[config.mk]
export PLATFORM = sky130hd
export DESIGN_NAME = wallace_mac_pipe
export DESIGN_NICKNAME = d
export VERILOG_FILES = /design/src/rtl/wallace_mac_pipe.sv
export SDC_FILE = /design/constraint.sdc
export NUM_CORES = 1
export LEC_CHECK = 0
export ABC_AREA = 1
export ABC_CLOCK_PERIOD_IN_PS = 9450
export CAP_MARGIN = 5
export CORE_AREA = 2 2 103 105
export CTS_BUF_LIST = sky130_fd_sc_hd__clkbuf_4 sky130_fd_sc_hd__clkbuf_8
export CTS_CLUSTER_DIAMETER = 80
export DETAILED_ROUTE_END_ITERATION = 8
export DIE_AREA = 0 0 105 107
export GPL_TIMING_DRIVEN = 0
export PLACE_DENSITY = 0.94
export SLEW_MARGIN = 25
export SYNTH_ARGS = -nofsm -noshare
export SYNTH_HDL_FRONTEND = slang
export SYNTH_SLANG_ARGS = --single-unit
[constraint.sdc]
create_clock -name clk -period 9.45 [get_ports clk]
set_clock_uncertainty 0.05 [all_clocks]
set_input_delay 0.945 -clock clk [delete_from_list [all_inputs] [get_ports clk]]
set_output_delay 0.945 -clock clk [all_outputs]
set_load 0.1 [all_outputs]
[src/rtl/wallace_mac_pipe.sv]
`default_nettype none
// ---------------------------------------------------------------------------
// wallace_mac_pipe : 3-stage Baugh-Wooley / Wallace-tree multiply-accumulate
// Revision 1.0
// ---------------------------------------------------------------------------
module wallace_mac_pipe #(
  parameter int WIDTH     = 8,
  parameter int ACC_WIDTH = 2*WIDTH+8
) (
  input  logic                 clk,
  input  logic                 rst_n,
  input  logic                 in_valid,
  output logic                 in_ready,
  input  logic [WIDTH-1:0]     in_a,
  input  logic [WIDTH-1:0]     in_b,
  input  logic                 in_signed,
  input  logic                 in_acc,
  output logic                 out_valid,
  input  logic                 out_ready,
  output logic [ACC_WIDTH-1:0] out_result,
  output logic                 out_ovf
);

  localparam int PW   = 2*WIDTH;
  localparam int NROW = WIDTH + 1;

  function automatic int calc_levels(input int rows);
    int r;
    int n;
    r = rows;
    n = 0;
    for (int k = 0; k < 32; k++) begin
      if (r > 2) begin
        r = 2*(r/3) + (r%3);
        n++;
      end
    end
    return n;
  endfunction

  localparam int NLVL = calc_levels(NROW);

  logic                 stall;
  logic                 v1_q, sgn1_q, acc1_q;
  logic [WIDTH-1:0]     a1_q, b1_q;
  logic                 v2_q, sgn2_q, acc2_q;
  logic [PW-1:0]        sum2_q, car2_q;
  logic                 v3_q, ovf_q;
  logic [ACC_WIDTH-1:0] acc_q;

  logic [PW-1:0]        tree [0:NLVL][0:NROW-1];
  logic [PW-1:0]        prod;
  logic [ACC_WIDTH-1:0] prod_ext, base, result_d;
  logic [ACC_WIDTH:0]   sum_ext;
  logic                 ovf_d;

  assign stall      = v3_q & ~out_ready;
  assign in_ready   = rst_n & ~stall;
  assign out_valid  = v3_q;
  assign out_result = acc_q;
  assign out_ovf    = ovf_q;

  // Row WIDTH carries the Baugh-Wooley correction 2^WIDTH + 2^(2*WIDTH-1).
  always_comb begin
    for (int l = 0; l <= NLVL; l++) begin
      for (int r = 0; r < NROW; r++) begin
        tree[l][r] = '0;
      end
    end
    for (int j = 0; j < WIDTH; j++) begin
      for (int i = 0; i < WIDTH; i++) begin
        tree[0][j][i+j] = (a1_q[i] & b1_q[j]) ^
                          (sgn1_q & ((i == WIDTH-1) ^ (j == WIDTH-1)));
      end
    end
    if (sgn1_q) begin
      tree[0][WIDTH][WIDTH]  = 1'b1;
      tree[0][WIDTH][PW-1]   = 1'b1;
    end
    for (int l = 0; l < NLVL; l++) begin
      for (int g = 0; g < NROW/3; g++) begin
        tree[l+1][2*g]   = tree[l][3*g] ^ tree[l][3*g+1] ^ tree[l][3*g+2];
        tree[l+1][2*g+1] = ((tree[l][3*g]   & tree[l][3*g+1]) |
                            (tree[l][3*g]   & tree[l][3*g+2]) |
                            (tree[l][3*g+1] & tree[l][3*g+2])) << 1;
      end
      for (int k = 0; k < NROW%3; k++) begin
        tree[l+1][2*(NROW/3)+k] = tree[l][3*(NROW/3)+k];
      end
    end
  end

  assign prod = sum2_q + car2_q;

  if (ACC_WIDTH > PW) begin : g_ext_wide
    assign prod_ext = sgn2_q ? {{(ACC_WIDTH-PW){prod[PW-1]}}, prod}
                             : {{(ACC_WIDTH-PW){1'b0}}, prod};
  end else begin : g_ext_none
    assign prod_ext = prod;
  end

  // acc_q always equals the last completed result, so forwarding is implicit.
  assign base     = acc2_q ? acc_q : '0;
  assign sum_ext  = {1'b0, base} + {1'b0, prod_ext};
  assign result_d = sum_ext[ACC_WIDTH-1:0];
  assign ovf_d    = acc2_q & (sgn2_q ?
                    ((base[ACC_WIDTH-1] == prod_ext[ACC_WIDTH-1]) &
                     (sum_ext[ACC_WIDTH-1] != base[ACC_WIDTH-1]))
                    : sum_ext[ACC_WIDTH]);

  always_ff @(posedge clk) begin
    if (!rst_n) begin
      v1_q   <= 1'b0;
      sgn1_q <= 1'b0;
      acc1_q <= 1'b0;
      a1_q   <= '0;
      b1_q   <= '0;
      v2_q   <= 1'b0;
      sgn2_q <= 1'b0;
      acc2_q <= 1'b0;
      sum2_q <= '0;
      car2_q <= '0;
      v3_q   <= 1'b0;
      ovf_q  <= 1'b0;
      acc_q  <= '0;
    end else if (!stall) begin
      v1_q   <= in_valid;
      sgn1_q <= in_signed;
      acc1_q <= in_acc;
      a1_q   <= in_a;
      b1_q   <= in_b;
      v2_q   <= v1_q;
      sgn2_q <= sgn1_q;
      acc2_q <= acc1_q;
      sum2_q <= tree[NLVL][0];
      car2_q <= tree[NLVL][1];
      v3_q   <= v2_q;
      if (v2_q) begin
        acc_q <= result_d;
        ovf_q <= ovf_d;
      end
    end
  end

endmodule
`default_nettype wire

[After elaboration in Yosys (flattened, before gate mapping)]
Index checks and enable logic that the tools add are counted.
Storage, ports and cells
  register bits: 79
  input bits: 22
  logic and storage cells: 155
Operators by class
  $add $sub $neg: 2
  equal/unequal tests: 2
  muxes and demuxes: 4
  bitwise operators: 133
  reductions and logical operators: 1
Operator list (count)
  $or A15 B15 Y15: 10
  $and A15 B15 Y15: 7
  $xor A16 B16 Y16: 5
  $and A1 B1 Y1: 68
  $mux W24: 2
  $and A14 B15 Y15: 3
  $and A15 B13 Y15: 2
  $add A24 B24 Y25: 1
  $add A16 B16 Y16: 1
  $xor A14 B16 Y16: 1
  $xor A15 B16 Y16: 1
  $xor A16 B13 Y16: 1
  $and A15 B9 Y15: 1
  $xor A14 B15 Y15: 1
  $and A14 B9 Y14: 1
  $xor A1 B1 Y1: 14
  $and A11 B13 Y13: 1
  $and A12 B13 Y13: 1
  $or A12 B13 Y13: 1
  $or A13 B13 Y13: 1
  $xor A12 B13 Y13: 1
  $and A11 B12 Y12: 1
  $xor A11 B12 Y12: 1
  $and A10 B11 Y11: 1
  13 further kinds: 15

[Longest topological paths before layout]
  depth after elaboration: 14
  depth in mapped cells: 26
  depth with buffers taken out: 26

[Least setup slack after synthesis]
Ideal clock, no wire load.
  path type: register -> register
  start: reg sgn1_q
  end: reg sum2_q[7]
  library setup time: 0.116 ns
  arrival: 3.433 ns
  slack: 5.851 ns
  stages on the path, launching flop included: 11
  cell sequence: dfxtp_1 -> clkbuf_1 -> buf_1 -> xor2_1 -> fa_1 -> fa_1 -> inv_1 -> fa_1 -> fa_1 -> o21ai_0 -> nor2_1
RTL lines
  start, declared: RTL line 44  | logic v1_q, sgn1_q, acc1_q;
  start signal, assigned: RTL line 128  | sgn1_q <= in_signed;
  end signal, assigned: RTL line 135  | sum2_q <= tree[NLVL][0];
  end, declared: RTL line 47  | logic [PW-1:0] sum2_q, car2_q;

[Final worst setup path]
  start: in rst_n
  end: out in_ready
Between the ends
  cells in the longest elaborated chain, start to end: 1
RTL lines
  start, declared: RTL line 11  | input logic rst_n,
  $and A1 B1 Y1: RTL line 58  | assign in_ready = rst_n & ~stall;
  end, declared: RTL line 13  | output logic in_ready,
Every way passes these cells.

==> impl_results.md <==
- Switching power: 0.0003816 W
- Multi-input gate area: 0.004106 sq mm
- Area Growth Syn to Fin: 13.00%
- Buffers on Ports: 48
- Worst-skew pair later-pin latency: 0.39 ns
- Synthesized flop and latch total: 75
- Commonest cells post-synth: inv_1 (173), nand2_1 (155), nor2_1 (115)
- CTS tree: done
- Number of global-route vias before repair: 5933
- Tot GR Track Use: 28.85%
- Maxcap violations: 0
- Worst-path fanout max: 8
- Yosys warning count: 0
- CTS Hold Bufs: 0
- Share of cells above drive strength 1: 7.385%
- Routed vias: 5964
- Final ANT Viol Nets: 0
- Initial Utilization: 63.90%
- Post_cts resized: 0
- Total chip power: 0.0009371 W
- Post-synthesis cell type count: 39
- Boundary Pins: 49
- Pint: 0.0005555 W
- Root buf cell: clkbuf_8
- Syn nets: 1025
- Fraction of registers with async set or reset after synthesis: 0%
- Clk slew on worst S/H paths: 0.09 ns
- FF+latch area: 0.001501 sq mm
- Flop pwr share: 38.6%
- Overflow after GRT: 0
- Sequential area share after synthesis: 23.28%
- H-tree levels: 3
- Syn_area_per_cell: 7.079 sq um
- Worst Reg-to-Reg Cells: 10
- Switch share: 40.72%
- Clock network fraction of total power: 26.5%
- Post-synth EDFFs: 0
- Max Transition Viols Final: 0
- Syn Std Cell Area: 0.006449 sq mm
- Max Root-Sink Buffers: 2
- Fin crit period: 4.155 ns
- Final hold violation count: 0
- Status: finished clean
- Layout fillers: 798
- Crit Path Class: in -> out
- Post-route setup TNS: 0 ns
- Initial drt markers: 320
- Core area: 0.01009 sq mm
- Synth top area share: 23.28%
- Peak VDD IR: 0.08486 mV
- Cell with the most instances after synthesis: inv_1
- Worst Hold Depth: 2
- Post CTS Setup Buffer Count: 0
- Initial antenna violation count: 0
- Avg WL per Cell: 13.76 um
- Gate power share: 34.9%
- Die Area: 0.01124 sq mm
- Largest net degree at the start of global routing: 17
- Gp weighted congestion: 0.9369
- Leakage: 4.105 nW
- Row Count: 37
- Synth area leaders: dfxtp_1 (23%), fa_1 (12%), ha_1 (10%), inv_1 (10%), nand2_1 (9.0%)
- Vias per std cell: 5.368
- Main synth FF type: dfxtp_1
- Die W: 105 um
- CP Capture Type: output pin
- Power Density: 128.6 mW/mm^2
- Max Clock Freq: 240.7 MHz
- DRT Wirelength: 15280 um
- WHS: 0.4405 ns
- Min-delay worst type: reg -> reg
- Ant. Diodes: 0
- Die height: 107 um
- Total CTS buffers: 9
- RSZ-0062 raised after global routing: no
- 1st-pass router iterations: 5
- First-pass GRT wire length: 25960 um
- DRC Markers: 0
- Clk sink count: 75
- NumNets Final: 1084
- Cell taking the most area after synthesis: dfxtp_1
- Worst EP required: 8.46 ns
- Synth Instances: 911
- Fin crit share: 43.97%
- Arrival time worst endpoint: 3.16 ns
- Worst rel slew slack: 35.00%
- Final setup violating endpoints: 0
- Crit start category: primary input
- Hpwl dp: 12030 um
- Worst-margin pin slew: 0.9720 ns
## metal layers
metal	global-route usage [%]	share of wire [%]
met1	31.67	39
met2	52.50	50
met3	6.505	8.2
met4	14.10	3.0
met5	0	0
## placed cells by master, fill, tap and decap left out, drive strengths merged
cell type,synthesis,layout
clkinvlp,0,2
clkbuf,39,48
nand4,9,9
xnor2,8,8
a211oi,1,1
o31ai,1,1
ha,53,53
a21oi,48,48
buf,4,4
o21bai,4,4
inv,178,183
nand3,34,34
xor2,22,22
clkinv,1,1
o211ai,12,12
o221ai,2,2
dfxtp,75,75
clkdlybuf4s50,0,48
or2,7,7
nand2,167,167
fa,39,39
a31oi,7,7
nor3,2,2
o21ai,78,78
nor2,120,120
## power by group through the flow
| stage | clock, W | sequential (W) | combinational (W) |
|---|---|---|---|
| global placement | 0 | 0.000367 | 0.000312 |
| finish | 0.000248 | 0.000362 | 0.000327 |
| CTS | 0.000251 | 0.000362 | 0.000326 |
| detailed placement | 0 | 0.000369 | 0.000324 |
| global route | 0.000261 | 0.000366 | 0.000366 |
| floorplan | 0 | 0.000416 | 0.000195 |
## per-stage QoR
step                      utilization, %  instance area, sq um  instances  setup WS (ns)
after floorplan                        -                  6449        911          5.851
after global placement             70.34                  7099       1095          5.333
after detailed placement           70.34                  7099       1095          5.327
after CTS                          72.20                  7287       1111          5.328
after global routing               72.20                  7287       1111          5.231
final                              72.20                  7287       1111          5.295
## path summary, 6_finish.rpt
check	slack, ns	from	to
worst min-delay path	0.44	v1_q	v1_q
worst max register to register	5.43	sgn1_q	sum2_q[7]
worst max-delay path	5.30	rst_n	in_ready
worst min register to register	0.44	v1_q	v1_q
## state kept, by name (all words and copies together), names as in the netlist
name        flops
a1_q            8
acc1_q          1
acc2_q          1
b1_q            8
car2_q         11
out_ovf         1
out_result     24
out_valid       1
sgn1_q          1
sgn2_q          1
sum2_q         16
v1_q            1
v2_q            1
## layout make-up
cell class / instances / share of cell area, %
multi-input cells: 614 / 56.35
clock inverters: 7 / 0.8757
inverters: 179 / 9.238
repair buffers: 48 / 6.593
flip-flops and latches: 75 / 20.60
plain buffers: 43 / 2.301
well taps: 136 / 2.335
clock buffers: 9 / 1.700
## cells by family after synthesis
| logic type | synth area share, % |
|---|---|
| AO/OA/AOI/OAI | 13.33 |
| XOR/XNOR | 4.191 |
| buffers and inverters | 13.04 |
| flip-flops | 23.28 |
| AND/OR/NAND/NOR | 23.77 |
| adder cells (fa/ha/maj) | 22.39 |
## worst max-delay path: stages
cell and delay, ns:
clkdlybuf4s50_1 0.58, inv_1 0.23, nor2_1 0.23, clkdlybuf4s50_1 1.16
Note: power is estimated with default switching activity, not from simulation.
